===== src/rtl/icache_interco_pkg.sv =====
// ============================================================================
// icache_interco_pkg : shared defaults and derived widths for the response router
// Rev 1.0
// ============================================================================
`default_nettype none

package icache_interco_pkg;

  localparam int N_CH_DEF       = 4;
  localparam int FIFO_DEPTH_DEF = 4;
  localparam int CH_ID_W        = $clog2(N_CH_DEF);
  localparam int FIFO_PTR_W     = $clog2(FIFO_DEPTH_DEF);
  localparam int FIFO_CNT_W     = FIFO_PTR_W + 1;

endpackage

`default_nettype wire


===== src/rtl/resp_id_fifo_ic.sv =====
// ============================================================================
// resp_id_fifo_ic : in-order FIFO of granted channel ids awaiting a response
// Rev 1.0
// ============================================================================
`default_nettype none

module resp_id_fifo_ic
  import icache_interco_pkg::*;
#(
  parameter int DEPTH = FIFO_DEPTH_DEF,
  parameter int WIDTH = CH_ID_W
) (
  input  logic             clk,
  input  logic             rst_n,
  input  logic             push_i,
  input  logic             pop_i,
  input  logic [WIDTH-1:0] wdata_i,
  output logic             full_o,
  output logic             empty_o,
  output logic [WIDTH-1:0] head_o
);

  localparam int PTR_W = $clog2(DEPTH);
  localparam logic [PTR_W:0] FULL_CNT = (PTR_W+1)'(DEPTH);

  logic [WIDTH-1:0] mem_q [DEPTH];
  logic [PTR_W-1:0] wr_ptr_q, wr_ptr_d;
  logic [PTR_W-1:0] rd_ptr_q, rd_ptr_d;
  logic [PTR_W:0]   cnt_q, cnt_d;
  logic             do_push, do_pop;

  assign full_o  = (cnt_q == FULL_CNT);
  assign empty_o = (cnt_q == '0);
  assign head_o  = mem_q[rd_ptr_q];

  // Pop on empty and push on full are dropped so occupancy can never wrap.
  assign do_push = push_i & ~full_o;
  assign do_pop  = pop_i & ~empty_o;

  always_comb begin
    wr_ptr_d = wr_ptr_q + PTR_W'(do_push);
    rd_ptr_d = rd_ptr_q + PTR_W'(do_pop);
    cnt_d    = cnt_q + (PTR_W+1)'(do_push) - (PTR_W+1)'(do_pop);
  end

  always_ff @(posedge clk or negedge rst_n) begin
    if (!rst_n) begin
      wr_ptr_q <= '0;
      rd_ptr_q <= '0;
      cnt_q    <= '0;
    end else begin
      wr_ptr_q <= wr_ptr_d;
      rd_ptr_q <= rd_ptr_d;
      cnt_q    <= cnt_d;
    end
  end

  always_ff @(posedge clk) begin
    if (do_push) begin
      mem_q[wr_ptr_q] <= wdata_i;
    end
  end

endmodule

`default_nettype wire


===== src/rtl/resp_route_ic.sv =====
// ============================================================================
// resp_route_ic : round-robin N:1 request arbiter with in-order response routing
// Rev 1.0
// ============================================================================
`default_nettype none

module resp_route_ic
  import icache_interco_pkg::*;
#(
  parameter int N_CH       = N_CH_DEF,
  parameter int ADDR_WIDTH = 32,
  parameter int DATA_WIDTH = 128,
  parameter int FIFO_DEPTH = FIFO_DEPTH_DEF
) (
  input  logic                           clk,
  input  logic                           rst_n,
  input  logic [N_CH-1:0]                data_req_i,
  input  logic [N_CH-1:0][ADDR_WIDTH-1:0] data_add_i,
  output logic [N_CH-1:0]                data_gnt_o,
  output logic [N_CH-1:0]                data_r_valid_o,
  output logic [DATA_WIDTH-1:0]          data_r_rdata_o,
  output logic                           data_req_o,
  output logic [ADDR_WIDTH-1:0]          data_add_o,
  input  logic                           data_gnt_i,
  input  logic                           data_r_valid_i,
  input  logic [DATA_WIDTH-1:0]          data_r_rdata_i
);

  localparam int ID_W = $clog2(N_CH);

  logic [ID_W-1:0] rr_q, rr_d;
  logic [ID_W-1:0] winner, idx, head;
  logic            found;
  logic            fifo_full, fifo_empty;
  logic            handshake, pop;

  // Search starts at rr_q; the id width wraps the index modulo N_CH.
  always_comb begin
    winner = rr_q;
    idx    = rr_q;
    found  = 1'b0;
    for (int i = 0; i < N_CH; i++) begin
      idx = rr_q + ID_W'(i);
      if (!found && data_req_i[idx]) begin
        winner = idx;
        found  = 1'b1;
      end
    end
  end

  always_comb begin
    data_req_o     = (|data_req_i) & ~fifo_full;
    handshake      = data_req_o & data_gnt_i;
    pop            = data_r_valid_i & ~fifo_empty;
    rr_d           = handshake ? (winner + ID_W'(1)) : rr_q;
    data_add_o     = data_add_i[winner];
    data_gnt_o     = '0;
    data_gnt_o[winner] = handshake;
    data_r_valid_o = '0;
    data_r_valid_o[head] = pop;
    data_r_rdata_o = data_r_rdata_i;
  end

  always_ff @(posedge clk or negedge rst_n) begin
    if (!rst_n) begin
      rr_q <= '0;
    end else begin
      rr_q <= rr_d;
    end
  end

  resp_id_fifo_ic #(
    .DEPTH (FIFO_DEPTH),
    .WIDTH (ID_W)
  ) u_id_fifo (
    .clk     (clk),
    .rst_n   (rst_n),
    .push_i  (handshake),
    .pop_i   (pop),
    .wdata_i (winner),
    .full_o  (fifo_full),
    .empty_o (fifo_empty),
    .head_o  (head)
  );

  a_no_resp_when_empty: assert property (
    @(posedge clk) disable iff (!rst_n) !(data_r_valid_i && fifo_empty)
  ) else $warning("resp_route_ic: response received with no outstanding request");

endmodule

`default_nettype wire


===== config.mk =====
export PLATFORM = sky130hd
export DESIGN_NAME = resp_route_ic
export DESIGN_NICKNAME = d
export VERILOG_FILES = /design/src/rtl/icache_interco_pkg.sv /design/src/rtl/resp_id_fifo_ic.sv /design/src/rtl/resp_route_ic.sv
export SDC_FILE = /design/constraint.sdc
export NUM_CORES = 1
export LEC_CHECK = 0
export BUFFER_PORTS_ARGS = -buffer_cell sky130_fd_sc_hd__buf_4
export CAP_MARGIN = 40
export CORE_AREA = 5 5 164 166
export CTS_BUF_LIST = sky130_fd_sc_hd__clkbuf_4 sky130_fd_sc_hd__clkbuf_8 sky130_fd_sc_hd__clkbuf_16
export DETAILED_ROUTE_END_ITERATION = 7
export DIE_AREA = 0 0 169 171
export HOLD_SLACK_MARGIN = 0.1
export SKIP_CTS_REPAIR_TIMING = 1
export SYNTH_ARGS = -nofsm -noshare
export SYNTH_HDL_FRONTEND = slang
export SYNTH_HIERARCHICAL = 1
export SYNTH_SLANG_ARGS = --single-unit

===== constraint.sdc =====
create_clock -name clk -period 5.2 [get_ports clk]
set_clock_uncertainty 0.05 [all_clocks]
set_input_delay 0.52 -clock clk [delete_from_list [all_inputs] [get_ports clk]]
set_output_delay 0.52 -clock clk [all_outputs]
set_load 0.005 [all_outputs]

==> results.md <==
- Status: completed
- Tmin final: 3.06 ns
- Commonest cells after routing, fill and taps aside: 181 x buf_4, 98 x mux2i_1, 9 x dfrtp_1
- Root buffer cell: clkbuf_16
- Crit path arrival time: 2.49 ns
- Iter 0 DRT Violations: 75
- TNS Setup: 0 ns
- Post-synthesis sequential area ratio: 0.155
- Crit path launch type: register
- Final Cycle Share: 0.588
- Power density over the cells: roughly 410 nW/µm²
- Routability cong.: slightly above 0.7
- Die height: roughly 170 µm
- Layout cells sized above 1: 0.539
- Max Cap Viol: 0
- Final setup fails: 0
- First-pass GRT wire length: between 10000 and 15000 µm
- VDD IR-drop max: 0.000142 V
- Total wire length: 8860 µm
- Post-DRT Antenna Nets: 0
- Non-Filler Instances: 697
- Synth top area cells: mux2i_1 33%, buf_4 32%, edfxtp_1 8.0%
- Largest net degree at the start of global routing: 37
- Clock Pin Slew Worst Setup and Hold Paths: 0.05 ns
- Dpl hpwl: 7610 µm
- Commonest non-fill, non-tap cell in the layout: buf_4
- Unrepaired setup endpoints after global routing: false
- Post-synthesis simple-gate area fraction: 0.0729
- Vias in the first global route: roughly 2500
- Worst Path Max Fanout: 36
- H-tree depth: 1
- Synth Area in Compound Gates: 0.0354
- Area grow syn2layout: 27.8%
- Die Span X: 169 µm
- YS warnings: 6
- Asr flop ratio synth: 0.529
- Pre-CTS WS: 2.19 ns
- Fraction of synthesized area in multiplexers: 0.342
- Layout fillers: 2887
- Adder-cell share of the synthesized area: 0.0150
- Grt ovf: 0
- Synth Area in XOR/XNOR: 0.0146
- PortBufs: 176
- Synthesized cell area: 3000 µm²
- Hold Fails Final Rpt: 0
- Worst setup path class: reg -> out
- Max-slew violation count: 0
- Primary FF master, synth: dfrtp_1
- Initial antenna violation count: 0
- Largest family of logic cells by synthesized area: buffers and inverters
- Final setup margin: 2.14 ns
- TritonRoute pass-1 iters: 4
- Critical Path RT: 4.63 ns
- Core Box Area: around 25000 µm²
- I/O pin cnt: 433
- CTS tree: built
- Synth area leader: mux2i_1
- Post-synthesis cell type count: 38
- Worst Max-Slew Pin Slew: 0.709 ns
- Dpl cells: 692
- EDFF count, synth: 8
- DRC: 0
- Hold crit path type: reg -> reg
- Max clock buf depth: 2
- Clk Latency, worst-skew pair: 0.25 ns
- CP Capture Type: output pin
- Total clock sinks: 17
- Worst slew margin: 0.528
- Fin nets: 630
- Synth Register Bits: 17
- Leakage: around 1.9 nW
- GRT Total Usage: 0.0558
- Max Freq: 327 MHz
- Post-synthesis cell count: 314
- Top-area cell type share of the netlist area: 0.327
- Syn_area_per_cell: 9.56 µm²
- Row count: 59
- Worst hold slack: 0.473 ns
- Syn Nets: 581
- DR vias: 2312
- Starting Density: 0.118
- CTS buffer count: 3
- Vias per cell: around 3.3
- Area of the die: 28900 µm²
- Drt wl/cell: 12.7 µm
- N_diodes: 0
[through the flow]
stage / cell area [µm²] / utilization / total power, mW
after global routing: 3840 / 0.151 / 1.72
after detailed placement: 3750 / 0.147 / 1.46
after CTS: 3830 / 0.150 / 1.62
final: 3840 / 0.151 / 1.59
after global placement: 3730 / 0.146 / 1.43
after floorplan: 3000 / - / 1.09
[Yosys cell counts, types with 2 or more instances]
library cell	count
buf_6	10
inv_1	3
edfxtp_1	8
dfrtp_1	9
mux4_2	2
nand2_1	4
nor4bb_1	2
mux2i_1	98
ha_1	2
buf_4	129
xnor2_1	4
nor2b_1	6
a21oi_1	2
nor3_1	3
nor2_1	8
nor3b_1	2
[sequential cells by signal (all words and copies together) (netlist names)]
register,cells
u_id_fifo/cnt_q,3
u_id_fifo/mem_q,8
u_id_fifo/rd_ptr_q,2
rr_q,2
u_id_fifo/wr_ptr_q,2
[cell families after synthesis]
family	count (synthesis)
AND/OR/NAND/NOR	33
multiplexers	100
XOR/XNOR	5
adder cells (fa/ha/maj)	3
AO/OA/AOI/OAI	13
buffers and inverters	143
flip-flops	17
[worst max-delay path, stage by stage (launching register included)]
cell and delay, ns:
dfrtp_1 0.44, nor3b_1 0.17, a2111o_1 0.46, nand2_4 0.54, inv_1 0.25, nor3_1 0.24
buf_4 0.14
[metal layers]
layer | vias to the layer above | wire (µm) | track usage | part of all wire
met1 | 1045 | 2910 | 0.0558 | 0.33
met3 | 31 | 1160 | 0.0261 | 0.13
met5 | - | 0 | 0 | 0
met2 | 179 | 4450 | 0.0990 | 0.50
met4 | 0 | 331 | 0.0252 | 0.037
li1 | 1057 | - | - | -
[power by group]
part           leakage [nW]  internal, mW  switching, mW
Sequential            0.178         0.205         0.0676
Clock                0.0409         0.103         0.0502
Combinational          1.63         0.656          0.506
[final timing paths]
| check | from | to | cells after the start | slack [ns] |
|---|---|---|---|---|
| min | u_id_fifo/rd_ptr_q[1]$_DFF_PN0_ | u_id_fifo/rd_ptr_q[1]$_DFF_PN0_ | 1 | 0.47 |
| min in group asynchronous | rst_n | u_id_fifo/wr_ptr_q[1]$_DFF_PN0_ | 2 | 0.59 |
| min reg2reg | u_id_fifo/rd_ptr_q[1]$_DFF_PN0_ | u_id_fifo/rd_ptr_q[1]$_DFF_PN0_ | 1 | 0.47 |
| max reg2reg | u_id_fifo/cnt_q[2]$_DFF_PN0_ | u_id_fifo/cnt_q[2]$_DFF_PN0_ | 10 | 2.38 |
| max | rr_q[1]$_DFFE_PN0P_ | data_gnt_o[0] | 6 | 2.14 |
| max in group asynchronous | rst_n | u_id_fifo/cnt_q[2]$_DFF_PN0_ | 2 | 4.38 |
[final cells by class]
type	instances	area, µm²	area share
Inverter	3	11.3	0.00294
Tap cell	335	419	0.109
Timing Repair Buffer	184	1410	0.367
Clock inverter	1	5.00	0.00130
Multi-Input combinational cell	154	1450	0.378
Sequential cell	17	465	0.121
Clock buffer	3	75.1	0.0196
Power figures use the tool's default switching activity.
